**src/rtl/rs232out_arbiter_pkg.sv**
```systemverilog
// Shared types for the rs232out arbiter: FSM state encoding and requester bound.
// Latency: n/a (declarations only).
// Backpressure: n/a.
package rs232out_arbiter_pkg;

  // Maximum number of requesters the arbiter is built for.
  localparam int NREQ_MAX = 8;

  // IDLE: no owner. OWN: owner may hand over a byte.
  // LOAD: tx_we pulse cycle. GAP: lets rs232out raise busy before OWN gates on it.
  typedef enum logic [1:0] {
    ST_IDLE = 2'd0,
    ST_OWN  = 2'd1,
    ST_LOAD = 2'd2,
    ST_GAP  = 2'd3
  } state_t;

endpackage

```
**src/rtl/rs232out_arbiter_rr_pick.sv**
```systemverilog
// Round-robin picker: first asserted request strictly after 'last', wrapping modulo NREQ.
// Latency: combinational.
// Backpressure: none; found=0 when no request is asserted.
module rs232out_arbiter_rr_pick #(
  parameter int NREQ  = 4,
  parameter int IDX_W = 2
) (
  input  logic [NREQ-1:0]  req,
  input  logic [IDX_W-1:0] last,
  output logic [IDX_W-1:0] idx,
  output logic             found
);

  // Scan from farthest to nearest so the nearest candidate after 'last' is written last and wins.
  always_comb begin
    logic [IDX_W-1:0] cand;
    cand  = '0;
    idx   = '0;
    found = 1'b0;
    for (int k = NREQ; k >= 1; k--) begin
      cand = IDX_W'((int'(last) + k) % NREQ);
      if (req[cand]) begin
        idx   = cand;
        found = 1'b1;
      end
    end
  end

endmodule

```
**src/rtl/rs232out_arbiter.sv**
```systemverilog
// Shares one rs232out transmitter among NREQ byte producers, round-robin with optional message lock.
// Latency: valid to tx_we in 2 cycles when idle; tx_we is a registered single-cycle pulse.
// Backpressure: req_ready only for the owner, only in OWN, only while tx_busy is low.
module rs232out_arbiter
  import rs232out_arbiter_pkg::*;
#(
  parameter int NREQ      = 4,
  parameter int LOCK      = 1,
  parameter int TIMEOUT   = 1024,
  parameter int TIMEOUT_W = 11
) (
  input  logic              clock,
  input  logic              reset,
  input  logic [NREQ-1:0]   req_valid,
  input  logic [8*NREQ-1:0] req_data,
  input  logic [NREQ-1:0]   req_last,
  output logic [NREQ-1:0]   req_ready,
  output logic [7:0]        tx_data,
  output logic              tx_we,
  input  logic              tx_busy,
  output logic [NREQ-1:0]   grant,
  output logic              locked
);

  localparam int IDX_W = $clog2(NREQ);

  state_t               state, state_n;
  logic [IDX_W-1:0]     owner, owner_n;
  logic [IDX_W-1:0]     rr, rr_n;
  logic [TIMEOUT_W-1:0] timer, timer_n;
  logic [7:0]           tx_data_n;
  logic                 tx_we_n;
  logic [NREQ-1:0]      grant_n;
  logic                 locked_n;

  logic [IDX_W-1:0]     pick;
  logic                 found;
  logic                 owner_valid;
  logic                 owner_last;
  logic [7:0]           owner_byte;
  logic                 accept;

  rs232out_arbiter_rr_pick #(
    .NREQ  (NREQ),
    .IDX_W (IDX_W)
  ) u_pick (
    .req   (req_valid),
    .last  (rr),
    .idx   (pick),
    .found (found)
  );

  // Select the current owner's valid, last flag and byte.
  always_comb begin
    owner_valid = 1'b0;
    owner_last  = 1'b0;
    owner_byte  = 8'h00;
    for (int i = 0; i < NREQ; i++) begin
      if (owner == IDX_W'(i)) begin
        owner_valid = req_valid[i];
        owner_last  = req_last[i];
        owner_byte  = req_data[8*i +: 8];
      end
    end
  end

  // Only the owner sees ready, and only when the transmitter is free; this also covers
  // a frame still in flight from before a reset, since rs232out itself is never reset.
  always_comb begin
    req_ready = '0;
    if (state == ST_OWN && !tx_busy) begin
      req_ready = grant;
    end
  end

  assign accept = (state == ST_OWN) && owner_valid && !tx_busy;

  // Next-state and next-output logic for the arbitration FSM.
  always_comb begin
    state_n   = state;
    owner_n   = owner;
    rr_n      = rr;
    timer_n   = timer;
    tx_data_n = tx_data;
    tx_we_n   = 1'b0;
    grant_n   = grant;
    locked_n  = locked;
    case (state)
      ST_IDLE: begin
        grant_n  = '0;
        locked_n = 1'b0;
        if (found) begin
          owner_n = pick;
          rr_n    = pick;
          grant_n = NREQ'(1) << pick;
          timer_n = '0;
          state_n = ST_OWN;
        end
      end
      ST_OWN: begin
        if (accept) begin
          tx_data_n = owner_byte;
          tx_we_n   = 1'b1;
          locked_n  = (LOCK != 0) && !owner_last;
          timer_n   = '0;
          state_n   = ST_LOAD;
        end else if (!owner_valid) begin
          if (locked) begin
            // A stalled lock owner must not starve everyone else forever.
            if (timer == TIMEOUT_W'(TIMEOUT - 1)) begin
              locked_n = 1'b0;
              grant_n  = '0;
              timer_n  = '0;
              state_n  = ST_IDLE;
            end else begin
              timer_n = timer + 1'b1;
            end
          end else begin
            grant_n = '0;
            state_n = ST_IDLE;
          end
        end
      end
      ST_LOAD: begin
        state_n = ST_GAP;
      end
      ST_GAP: begin
        if (locked) begin
          timer_n = '0;
          state_n = ST_OWN;
        end else begin
          grant_n = '0;
          state_n = ST_IDLE;
        end
      end
      default: begin
        grant_n  = '0;
        locked_n = 1'b0;
        state_n  = ST_IDLE;
      end
    endcase
  end

  // State and output registers; rr starts at NREQ-1 so requester 0 wins first.
  always_ff @(posedge clock or posedge reset) begin
    if (reset) begin
      state   <= ST_IDLE;
      owner   <= '0;
      rr      <= IDX_W'(NREQ - 1);
      timer   <= '0;
      tx_data <= 8'h00;
      tx_we   <= 1'b0;
      grant   <= '0;
      locked  <= 1'b0;
    end else begin
      state   <= state_n;
      owner   <= owner_n;
      rr      <= rr_n;
      timer   <= timer_n;
      tx_data <= tx_data_n;
      tx_we   <= tx_we_n;
      grant   <= grant_n;
      locked  <= locked_n;
    end
  end

endmodule

```
**config.mk**
```make
export PLATFORM = sky130hd
export DESIGN_NAME = rs232out_arbiter
export DESIGN_NICKNAME = d
export VERILOG_FILES = /design/src/rtl/rs232out_arbiter_pkg.sv /design/src/rtl/rs232out_arbiter_rr_pick.sv /design/src/rtl/rs232out_arbiter.sv
export SDC_FILE = /design/constraint.sdc
export NUM_CORES = 1
export LEC_CHECK = 0
export ABC_CLOCK_PERIOD_IN_PS = 2100
export CORE_MARGIN = 2
export CORE_UTILIZATION = 26
export CTS_CLUSTER_DIAMETER = 40
export DETAILED_ROUTE_END_ITERATION = 12
export SYNTH_ARGS = -nofsm -noshare
export SYNTH_HDL_FRONTEND = slang
export SYNTH_SLANG_ARGS = --single-unit
```
**constraint.sdc**
```tcl
create_clock -name clock -period 2.1 [get_ports clock]
set_input_delay 0.21 -clock clock [delete_from_list [all_inputs] [get_ports clock]]
set_output_delay 0.21 -clock clock [all_outputs]
set_load 0.05 [all_outputs]
```
# Yosys cells after proc, flatten, opt, wreduce, memory -nomap -nowiden
# Cells that the tools add are included.
# totals
regBits,31
in_bits,43
word_cells,106
# op_classes
n_addsub,5
n_lt_le_gt_ge,4
eq_ne,16
n_shift,1
n_mux,57
n_reduce_logical,15
# op_table
op,count
$mux W11,6
$pmux W11 S3,1
$mux W8,4
$mux W4,7
$mux W1,23
$mux W2,9
$lt A2 B3 Y1 const B,4
$pmux W4 S3,1
$add A11 B1 Y11 const B,1
$eq A11 B10 Y1 const B,1
$ne A2 B2 Y1 const B,5
$reduce_and A5 Y1,2
$bmux W1 S2,4
$eq A2 B2 Y1 const B,4
$pmux W2 S4,1
$ne A3 B3 Y1 const B,2
$reduce_and A2 Y1,3
$add A2 B1 Y2 const B,2
$add A2 B2 Y2 const B,2
$eq A2 B1 Y1 const B,2
$logic_not A2 Y1,2
$ne A4 B3 Y1 const B,1
$shl A1 B2 Y4 const A,1
$logic_and A1 B1 Y1,3
6 further kinds,7

# Depth between registers and ports, before layout
# Gate-level depths: netlist of run 1.
# logic_depth
word_depth,10
mapped_depth,7
mapped_depth_nobuf,6

# Modules after synthesis
# From an unflattened synthesis of run 1, not the netlist that was laid out.
# hier_totals
hier_cells,197
area_unflattened_um2,1988.2
# modules_own_cells
mod,n_inst,cells_per_inst,area_each_um2
rs232out_arbiter,1,183,1896.8
rs232out_arbiter_rr_pick,1,14,91.3

# Least setup slack after synthesis of run 1
# Ideal clock, no wire load.
# synth_path
path_kind,reg2reg
from,reg owner[0]
to,reg timer[6]
setup_time_ns,0.130
arrival_ns,1.668
path_slack_ns,0.303
stages_incl_launch_ff,7
synth_period_minus_slack_ns,1.797
cell_sequence,dfrtp_1 > mux4_2 > nor2b_4 > o211a_4 > buf_6 > o21ai_1 > o41ai_2
# synth_between
elab_chain_cells,9
elab_cells_between_ends,15
# synth_rtl
element,line,text
"start, declared",rs232out_arbiter.sv:28,"logic [IDX_W-1:0] owner, owner_n;"
"start signal, assigned",rs232out_arbiter.sv:157,owner <= owner_n;
$logic_not A2 Y1,rs232out_arbiter.sv:59,if (owner == IDX_W'(i)) begin
$mux W1 (3 in series),rs232out_arbiter.sv:59,
$mux W1 (*),rs232out_arbiter.sv:59,
$logic_and A1 B1 Y1 (2 in series),rs232out_arbiter.sv:76,assign accept = (state == ST_OWN) && owner_valid && !tx_busy;
$ne A3 B3 Y1 (no source line) / $mux W11 (equally long branches),n/a,
$reduce_and A5 Y1 (no source line) / $pmux W11 S3 (equally long branches),n/a,
"end signal, assigned",rs232out_arbiter.sv:159,timer <= timer_n;
"end, declared",rs232out_arbiter.sv:30,"logic [TIMEOUT_W-1:0] timer, timer_n;"
# Every way passes the cells marked *; elsewhere a longest branch is shown, timed or not.
# A chain may end at the register's enable or synchronous reset.

# Worst setup path in the final report of run 1
# layout_path
from,in req_valid[3]
to,reg grant[2]
# layout_between
elab_chain_cells,9
elab_cells_between_ends,25
# layout_rtl
element,line,text
"start, declared",rs232out_arbiter.sv:14,"input logic [NREQ-1:0] req_valid,"
$bmux W1 S2,rs232out_arbiter_rr_pick.sv:22,if (req[cand]) begin
$mux W1 (not written as such),rs232out_arbiter_rr_pick.sv:22,
$mux W2 (4 in series),rs232out_arbiter_rr_pick.sv:22,
$shl A1 B2 Y4,rs232out_arbiter.sv:95,grant_n = NREQ'(1) << pick;
$mux W4,rs232out_arbiter.sv:92,if (found) begin
$pmux W4 S3,rs232out_arbiter.sv:88,case (state)
"end signal, assigned",rs232out_arbiter.sv:162,grant <= grant_n;
"end, declared",rs232out_arbiter.sv:21,"output logic [NREQ-1:0] grant,"
# Several ways; a longest one is shown, not always the timed one. The select of a mux whose other input is x is not followed.

==> flow_summary_export.csv, run 1 <==
group,metric,value,unit
run_status,outcome,"finished, final reports clean",
clock_tree,cts_sinks,31,
timing,slew_headroom,65.4,%
floorplan,initial_core_util,27.1,%
worst_setup_path,cp_num_buf_inv,2,
clock_tree,htreeDepth,2,
clock_tree,cts.path.max_buffers,2,
logic_synthesis,synth.distinct_cells,50,
pwr,ir_drop,643,uV
clock_tree,cts.clk_slew.worst_paths,0.07,ns
logic_synthesis,synthAdderAreaFrac,0.677,%
timing,hold_ws,0.321,ns
logic_synthesis,muxShareOfSynthArea,17.6,%
logic_synthesis,synth_top_area_share,39.2,%
floorplan,chipWidth,88.3,um
worst_setup_path,worstPathMaxFanout,6,
place,dp.final_hpwl,3510,um
route,firstDrtPassIters,4,
logic_synthesis,synth_compound_area_share,19.2,%
run,maxCapViolCount,0,
timing,finalCriticalPeriod,1.96,ns
logic_synthesis,synth_nets,206,
logic_synthesis,synth-main-ff-cell,"dfrtp_1",
layout,area_growth_syn_to_layout,52.2,%
layout,drive_gt1_share,27.4,%
timing,setup_viol,0,
timing,hold_violations,0,
clock_tree,cts_made_buffers,5,
layout,fin_area,2810,um2
worst_setup_path,crit_family,"buffers and inverters",
floorplan,die-area,7800,um2
worst_setup_path,worstPathCellList,"clkdlybuf4s50_1 -> mux4_2 -> nor2b_4 -> buf_4 -> o21ai_0 -> a22oi_1 -> a22o_1",
logic_synthesis,syn_inst,162,
logic_synthesis,netlist_area,1850,um2
global_routing,grt_max_degree,32,
logic_synthesis,synth-simple-area-share,16.6,%
pwr,p_total,3.75,mW
worst_setup_path,cpPeakStageDelay,0.56,ns
worst_setup_path,start_kind,"input pin",
place,io_buffer_count,60,
timing,finalCritPeriodShare,93.4,%
layout,nets,284,
pwr,p_leak,1.16,nW
logic_synthesis,synth.top_cells.by_count,"dfrtp_1 (29), nor2_1 (14), mux4_2 (10), nand2_1 (10), mux2_2 (8)",
logic_synthesis,ys_warn_count,0,
floorplan,die_y,88.3,um
timing,skew,0.00608,ns
worst_setup_path,worstSetupEndpointType,"flop",
layout,insertedDiodeCount,0,
timing,slew_violations,0,
logic_synthesis,yosys.area.top_type,"dfrtp_1",
route,drc,0,
floorplan,rows,30,
place,placed_area,2710,um2
hold_path,min_path_type,"in2async",
global_routing,globalRouteOverflowTotal,0,
clock_tree,cts_tree,"yes",
worst_setup_path,crit_type,"in2reg",
route,wl,4470,um
global_routing,grt_usage,12.6,%
timing,rsz0062_at_grt,"no",
layout,fillerInstances,675,
logic_synthesis,async_reset_ff_share,100,%
floorplan,core,6830,um2
route,drtIter0Drc,106,
timing,fmax,0.510,GHz
worst_setup_path,worst_path_max_delay_cell,"mux4_2",
clock_tree,post_cts_buffers,0,
floorplan,io_pins,61,
clock_tree,cts_root_buffer,"clkbuf_8",
place,place_congestion,0.834,
logic_synthesis,syn_avg_cell_area,11.4,um2
logic_synthesis,synth-xor-area-share,0,%
logic_synthesis,synth_edf_count,0,
clock_tree,ctsResizeCount,0,
route,post_drt_via_cell_ratio,4.75,
clock_tree,ctsHoldBuffers,0,
global_routing,grt_pass1_wl,7670,um
global_routing,antenna_found_initial,0,
worst_setup_path,r2r_setup_slack,0.20,ns
logic_synthesis,synth-seq-cells,31,
logic_synthesis,synth_top_family_by_area,"compound AO/OA/AOI/OAI gates",
pwr,power.density,1330,nW/um2
clock_tree,clk_latency,0.28,ns
timing,tightest_slew,0.517,ns
logic_synthesis,synth.most_common_cell,"dfrtp_1",
logic_synthesis,synth-seq-area-share,42.1,%
route,wire_per_inst,13.2,um
worst_setup_path,cp.required,2.27,ns
worst_setup_path,crit_arrival,2.13,ns
route,final_antenna_net_count,0,
global_routing,grt_pass1_vias,1664,
route,num_vias,1601,
logic_synthesis,yosys-top-cells-area,"dfrtp_1 (39%), mux4_2 (12%), mux2_2 (4.9%)",
## registers in the layout (all words and copies together) (netlist names), named ones only
| register | flops |
|---|---|
| tx_data | 8 |
| state | 1 |
| rr | 2 |
| owner | 2 |
| tx_we | 1 |
| grant | 4 |
| locked | 1 |
| timer | 11 |
## per-stage QoR
stage	cells	TNS, ns	util [%]	worst slack (ns)
floorplan	162	0	-	0.303
global placement	329	-1.07	39.7	-0.109
detailed placement	329	-1.38	39.7	-0.136
CTS	337	0	41.2	0.164
global route	337	0	41.2	0.0612
finish	337	0	41.2	0.139
## per-layer routing
metal	track usage, %	wire, um	up-vias
met1	15.3	1930	768
met5	0	0	-
li1	-	-	766
met2	21.1	2160	60
met4	4.27	79	0
met3	4.20	299	7
## cell type report
type                       count  area (um2)  share of cell area (%)
multi-input combinational    117        1000                    35.6
timing repair buffer          78         788                    28.0
sequential                    31         778                    27.7
tap                           96         120                    4.27
clock buffer                   8         100                    3.56
inverter                       7        26.3                   0.934
## worst paths after layout
check / cells past startpoint / startpoint / end
worst max register to register: 6 / owner[0] / grant[2]
worst min register to register: 1 / timer[10] / timer[10]
worst max-delay path: 7 / req_valid[3] / grant[2]
max in group asynchronous: 3 / reset / rr[1]
worst min-delay path: 3 / reset / timer[6]
min in group clock: 1 / timer[10] / timer[10]
## report_power, final
| part | switching (mW) | internal [mW] | total (mW) |
|---|---|---|---|
| registers | 0.158 | 0.813 | 0.971 |
| clock network | 0.220 | 0.299 | 0.519 |
| logic | 1.22 | 1.05 | 2.26 |
## kinds of logic (layout without fill, tap and decap cells)
kind of cell | Yosys count | after routing
compound gates | 43 | 43
mux | 19 | 19
fa+ha+maj | 1 | 1
simple gates | 54 | 54
buf+inv | 14 | 93
flops | 31 | 31
## worst min-delay path, cell delays in order
cell             delay [ns]
clkdlybuf4s50_1        0.40
inv_1                  0.05
buf_4                  0.37
## placed cells by master (no fill, tap or decap), drive strengths merged, types with 2 or more instances in the layout
| master | n |
|---|---|
| o41ai | 3 |
| buf | 22 |
| a32o | 2 |
| nor2 | 14 |
| clkdlybuf4s50 | 56 |
| clkbuf | 8 |
| nand2b | 6 |
| a21o | 4 |
| o31ai | 2 |
| o22ai | 2 |
| a21oi | 5 |
| inv | 7 |
| nor3 | 2 |
| a22o | 6 |
| nand2 | 10 |
| and2 | 5 |
| nor2b | 3 |
| nand3 | 6 |
| nor4 | 3 |
| mux4 | 10 |
| dfrtp | 29 |
| a31oi | 2 |
| dfstp | 2 |
| o21ai | 9 |
| mux2 | 8 |
No activity file was read; power rests on OpenSTA's default activity.
==> inputs of run 2 (changes only) <==
--- a/config.mk
+++ b/config.mk
@@ -5,7 +5,7 @@
 export SDC_FILE = /design/constraint.sdc
 export NUM_CORES = 1
 export LEC_CHECK = 0
-export ABC_CLOCK_PERIOD_IN_PS = 2100
+export ABC_CLOCK_PERIOD_IN_PS = 2300
 export CORE_MARGIN = 2
 export CORE_UTILIZATION = 26
 export CTS_CLUSTER_DIAMETER = 40
==> constraint.sdc (replaced) <==
create_clock -name clock -period 2.3 [get_ports clock]
set_input_delay 0.23 -clock clock [delete_from_list [all_inputs] [get_ports clock]]
set_output_delay 0.23 -clock clock [all_outputs]
set_load 0.05 [all_outputs]
==> flow_summary_export.csv, run 2 (synthesis gave the netlist of run 1 again) <==
group,metric,value,unit
pwr,seqPwrFrac,26.2,%
pwr,ir_drop,514,uV
timing,skew,0.0110,ns
floorplan,die-area,7800,um2
worst_setup_path,start_kind,"input pin",
worst_setup_path,worstSetupEndpointType,"flop",
route,wire_per_inst,12.9,um
clock_tree,htreeDepth,2,
layout,reg.largest.list,"timer: 11 flops, tx_data: 8 flops, grant: 4 flops",
hold_path,min_path_type,"in2async",
clock_tree,ctsResizeCount,0,
worst_setup_path,cp.required,2.47,ns
route,drtIter0Drc,118,
worst_setup_path,crit_type,"in2reg",
place,dp.final_hpwl,3350,um
route,wl,4280,um
timing,slew_violations,0,
timing,tightest_slew,0.513,ns
worst_setup_path,startpoint,"req_valid[3]",
layout,insertedDiodeCount,0,
layout,fillerInstances,676,
worst_setup_path,crit_arrival,2.20,ns
timing,tns,0,ns
layout,seqCellArea,778,um2
pwr,p_leak,1.14,nW
layout,largest_reg_flops,11,
global_routing,grt_usage,12.3,%
layout,final_common_cell,"clkdlybuf4s50_1",
pwr,p_total,3.41,mW
layout,layout.cells.non_filler,332,
layout,area_growth_syn_to_layout,50.4,%
worst_setup_path,reg2reg_from,"owner[0]",
place,dp.cells,324,
timing,setup_viol,0,
floorplan,rows,30,
global_routing,grt_pass1_vias,1638,
timing,finalCriticalPeriod,2.03,ns
global_routing,grt_max_degree,32,
route,drc,0,
pwr,p_int,1.98,mW
timing,hold_violations,0,
pwr,clkPwrFrac,16.6,%
clock_tree,cts_tree,"yes",
global_routing,globalRouteOverflowTotal,0,
global_routing,grt_pass1_wl,7620,um
clock_tree,cts_root_buffer,"clkbuf_8",
floorplan,core,6830,um2
clock_tree,ctsHoldBuffers,0,
clock_tree,post_cts_buffers,0,
run,maxCapViolCount,0,
floorplan,initial_core_util,27.1,%
route,post_drt_via_cell_ratio,4.71,
route,final_antenna_net_count,0,
timing,finalCritPeriodShare,88.1,%
place,io_buffer_count,60,
worst_setup_path,worstPathMaxFanout,9,
clock_tree,cts.clk_slew.worst_paths,0.08,ns
layout,drive_gt1_share,26.3,%
floorplan,die_y,88.3,um
layout,multiInputGateArea,1000,um2
layout,top_register,"timer",
pwr,power.density,1230,nW/um2
global_routing,antenna_found_initial,0,
pwr,switching_share,42.0,%
pwr,combPwrFrac,57.2,%
timing,rsz0062_at_grt,"no",
timing,fmax,0.493,GHz
layout,nets,279,
layout,layout_common_cells,"clkdlybuf4s50_1 (56), dfrtp_1 (29), nor2_1 (14)",
floorplan,chipWidth,88.3,um
floorplan,io_pins,61,
place,place_congestion,0.795,
clock_tree,cts_sinks,31,
clock_tree,clk_latency,0.28,ns
run_status,outcome,"finished, final reports clean",
clock_tree,cts_made_buffers,5,
timing,slew_headroom,65.7,%
route,num_vias,1564,
layout,fin_util,40.7,%
route,firstDrtPassIters,4,
clock_tree,cts.path.max_buffers,2,
pwr,p_sw,1.43,mW
## run 2: final cells by class
class | count | share of cell area [%]
well taps | 96 | 4.32
clock inverters | 2 | 1.26
inverters | 7 | 0.945
multi-input cells | 117 | 36.0
clock buffers | 6 | 2.97
flip-flops and latches | 31 | 28.0
repair buffers | 73 | 26.5
## run 2: per-layer routing
layer / part of all wire, % / vias up / track usage [%]
met5: 0 / - / 0
met4: 1.0 / 0 / 3.17
met3: 7.7 / 6 / 4.48
met2: 47 / 53 / 19.9
met1: 45 / 746 / 15.7
li1: - / 759 / -
## run 2: worst paths after layout
check	endpoint	slack [ns]	cells past startpoint
hold / removal	timer[7]	0.32	3
min in group clock	timer[10]	0.48	1
setup / recovery	timer[4]	0.27	7
max in group asynchronous	rr[0]	1.65	3
hold reg to reg	timer[10]	0.48	1
setup reg to reg	timer[4]	0.35	6
## run 2: metrics by stage
stage | area (um2) | hold slack, ns | setup slack (ns)
3_3_place_gp | 2660 | 0.461 | 0.0167
4_1_cts | 2780 | 0.344 | 0.272
2_1_floorplan | 1850 | 0.332 | 0.503
6_report | 2780 | 0.323 | 0.274
3_5_place_dp | 2660 | 0.467 | -0.0376
5_1_grt | 2780 | 0.404 | 0.204
## run 2: power groups by stage
| stage | Clock [mW] | Combinational (mW) | Sequential, mW |
|---|---|---|---|
| after global placement | 0 | 1.97 | 0.901 |
| after CTS | 0.581 | 1.98 | 0.899 |
| after global routing | 0.596 | 2.11 | 0.929 |
| final | 0.567 | 1.95 | 0.894 |
| after detailed placement | 0 | 1.98 | 0.904 |
| after floorplan | 0 | 1.03 | 1.25 |
## run 2: critical path: stages
cell and delay (ns):
clkdlybuf4s50_1 0.50, mux4_2 0.57, nor2b_4 0.16, o211a_4 0.30, buf_4 0.17, o21ai_1 0.17
o31ai_2 0.08
==> inputs of run 3 (changes only) <==
--- a/config.mk
+++ b/config.mk
@@ -6,7 +6,7 @@
 export NUM_CORES = 1
 export LEC_CHECK = 0
 export ABC_CLOCK_PERIOD_IN_PS = 2300
-export CORE_MARGIN = 2
+export CORE_MARGIN = 5
 export CORE_UTILIZATION = 26
 export CTS_CLUSTER_DIAMETER = 40
 export DETAILED_ROUTE_END_ITERATION = 12
==> flow_summary_export.csv, run 3 (synthesis gave the netlist of run 1 again) <==
group,metric,value,unit
floorplan,die-area,8900,um2
timing,skew,0.0126,ns
global_routing,grt_usage,10.3,%
clock_tree,ctsResizeCount,0,
place,io_buffer_count,60,
layout,area_growth_syn_to_layout,48.4,%
worst_setup_path,r2r_setup_slack,0.35,ns
timing,slew_headroom,65.4,%
timing,hold_ws,0.336,ns
timing,tns,0,ns
pwr,switching_share,43.6,%
clock_tree,cts_sinks,31,
worst_setup_path,reg2reg_from,"owner[0]",
worst_setup_path,worst_path_max_delay_cell,"mux4_2",
layout,insertedDiodeCount,0,
timing,rsz0062_at_grt,"no",
timing,fmax,0.513,GHz
clock_tree,clk_latency,0.28,ns
pwr,power.density,1190,nW/um2
clock_tree,cts_tree,"yes",
pwr,p_int,1.83,mW
run,maxCapViolCount,0,
floorplan,chipWidth,94.3,um
timing,finalCritPeriodShare,84.7,%
route,firstDrtPassIters,4,
floorplan,die_y,94.3,um
place,dp.cells,324,
pwr,p_sw,1.42,mW
layout,layout_common_cells,"clkdlybuf4s50_1 (56), dfrtp_1 (29), nor2_1 (14)",
floorplan,core,6870,um2
pwr,combPwrFrac,59.8,%
route,post_drt_via_cell_ratio,4.77,
global_routing,grt_pass1_wl,7400,um
floorplan,initial_core_util,26.9,%
layout,fin_area,2740,um2
route,drc,0,
worst_setup_path,startpoint,"owner[0]",
layout,largest_reg_flops,11,
global_routing,antenna_found_initial,0,
worst_setup_path,crit_family,"multiplexers",
clock_tree,cts.path.max_buffers,2,
layout,nets,279,
hold_path,min_path_type,"in2async",
global_routing,globalRouteOverflowTotal,0,
pwr,clkPwrFrac,12.5,%
worst_setup_path,cp_num_buf_inv,1,
route,final_antenna_net_count,0,
layout,drive_gt1_share,25.0,%
pwr,p_leak,1.12,nW
worst_setup_path,worstPathMaxFanout,11,
clock_tree,ctsHoldBuffers,0,
worst_setup_path,worstPathCellList,"mux4_2 -> nor2b_4 -> o211a_4 -> buf_4 -> o21ai_1 -> o31ai_2",
clock_tree,cts_root_buffer,"clkbuf_8",
layout,top_register,"timer",
clock_tree,htreeDepth,2,
timing,setup_viol,0,
pwr,ir_drop,590,uV
worst_setup_path,start_kind,"flop",
clock_tree,cts.clk_slew.worst_paths,0.07,ns
run_status,outcome,"finished, final reports clean",
timing,slew_violations,0,
route,drtIter0Drc,81,
pwr,p_total,3.25,mW
route,wl,4440,um
worst_setup_path,crit_arrival,2.11,ns
global_routing,grt_max_degree,32,
route,num_vias,1584,
worst_setup_path,cp.required,2.47,ns
worst_setup_path,crit_path_end,"timer[4]",
worst_setup_path,crit_cells,6,
pwr,seqPwrFrac,27.8,%
global_routing,grt_pass1_vias,1565,
place,dp.final_hpwl,3520,um
timing,finalCriticalPeriod,1.95,ns
worst_setup_path,worstSetupEndpointType,"flop",
layout,final_common_cell,"clkdlybuf4s50_1",
timing,hold_violations,0,
place,place_congestion,0.785,
worst_setup_path,rr_worst_depth,6,
layout,reg.largest.list,"timer: 11 flops, tx_data: 8 flops, grant: 4 flops",
floorplan,rows,30,
clock_tree,post_cts_buffers,0,
route,wire_per_inst,13.4,um
floorplan,io_pins,61,
worst_setup_path,reg2reg_to,"timer[4]",
clock_tree,cts_made_buffers,5,
worst_setup_path,crit_type,"reg2reg",
place,placed_area,2660,um2
layout,layout.cells.non_filler,332,
worst_setup_path,cpPeakStageDelay,0.58,ns
timing,tightest_slew,0.518,ns
-- run 3: routing by layer --
metal,global-route usage (%),share of wire (%),vias to the layer above
met2,16.4,46,49
met1,13.1,44,770
met5,0,0,-
met4,2.89,0.90,0
met3,4.06,8.5,5
li1,-,-,760
-- run 3: per-stage QoR --
step | setup slack, ns | util [%]
floorplan | 0.503 | -
global placement | 0.0974 | 38.8
detailed placement | 0.0723 | 38.8
CTS | 0.337 | 39.9
global route | 0.267 | 39.9
finish | 0.352 | 39.9
-- run 3: how the worst min path moves through the flow --
stage / start / end / slack, ns / cells after the start
after detailed placement: timer[10] / timer[10] / 0.49 / 1
after floorplan: reset / asynchronous set/reset pin / 0.33 / 1
after global routing: reset / tx_we / 0.38 / 3
after CTS: reset / timer[8] / 0.35 / 3
final: reset / tx_we / 0.34 / 3
after global placement: timer[10] / timer[10] / 0.47 / 1
-- run 3: cell type report --
cell class,instances,area (um2)
Sequential cell,31,778
Clock buffer,8,80.1
Timing Repair Buffer,73,738
Fill cell,659,4130
Inverter,7,26.3
Tap cell,96,120
Multi-Input combinational cell,117,1000
-- run 3: power groups by stage --
stage	Sequential [mW]	Combinational, mW	Clock (mW)
finish	0.903	1.94	0.406
global route	0.927	2.09	0.435
global placement	0.908	1.95	0
CTS	0.904	1.97	0.420
floorplan	1.25	1.03	0
detailed placement	0.911	1.96	0
-- run 3: worst reg2reg max path, stage by stage, from the launching register on --
cell,delay [ns]
dfrtp_1,0.37
mux4_2,0.58
nor2b_4,0.17
o211a_4,0.31
buf_4,0.17
o21ai_1,0.15
o31ai_2,0.08
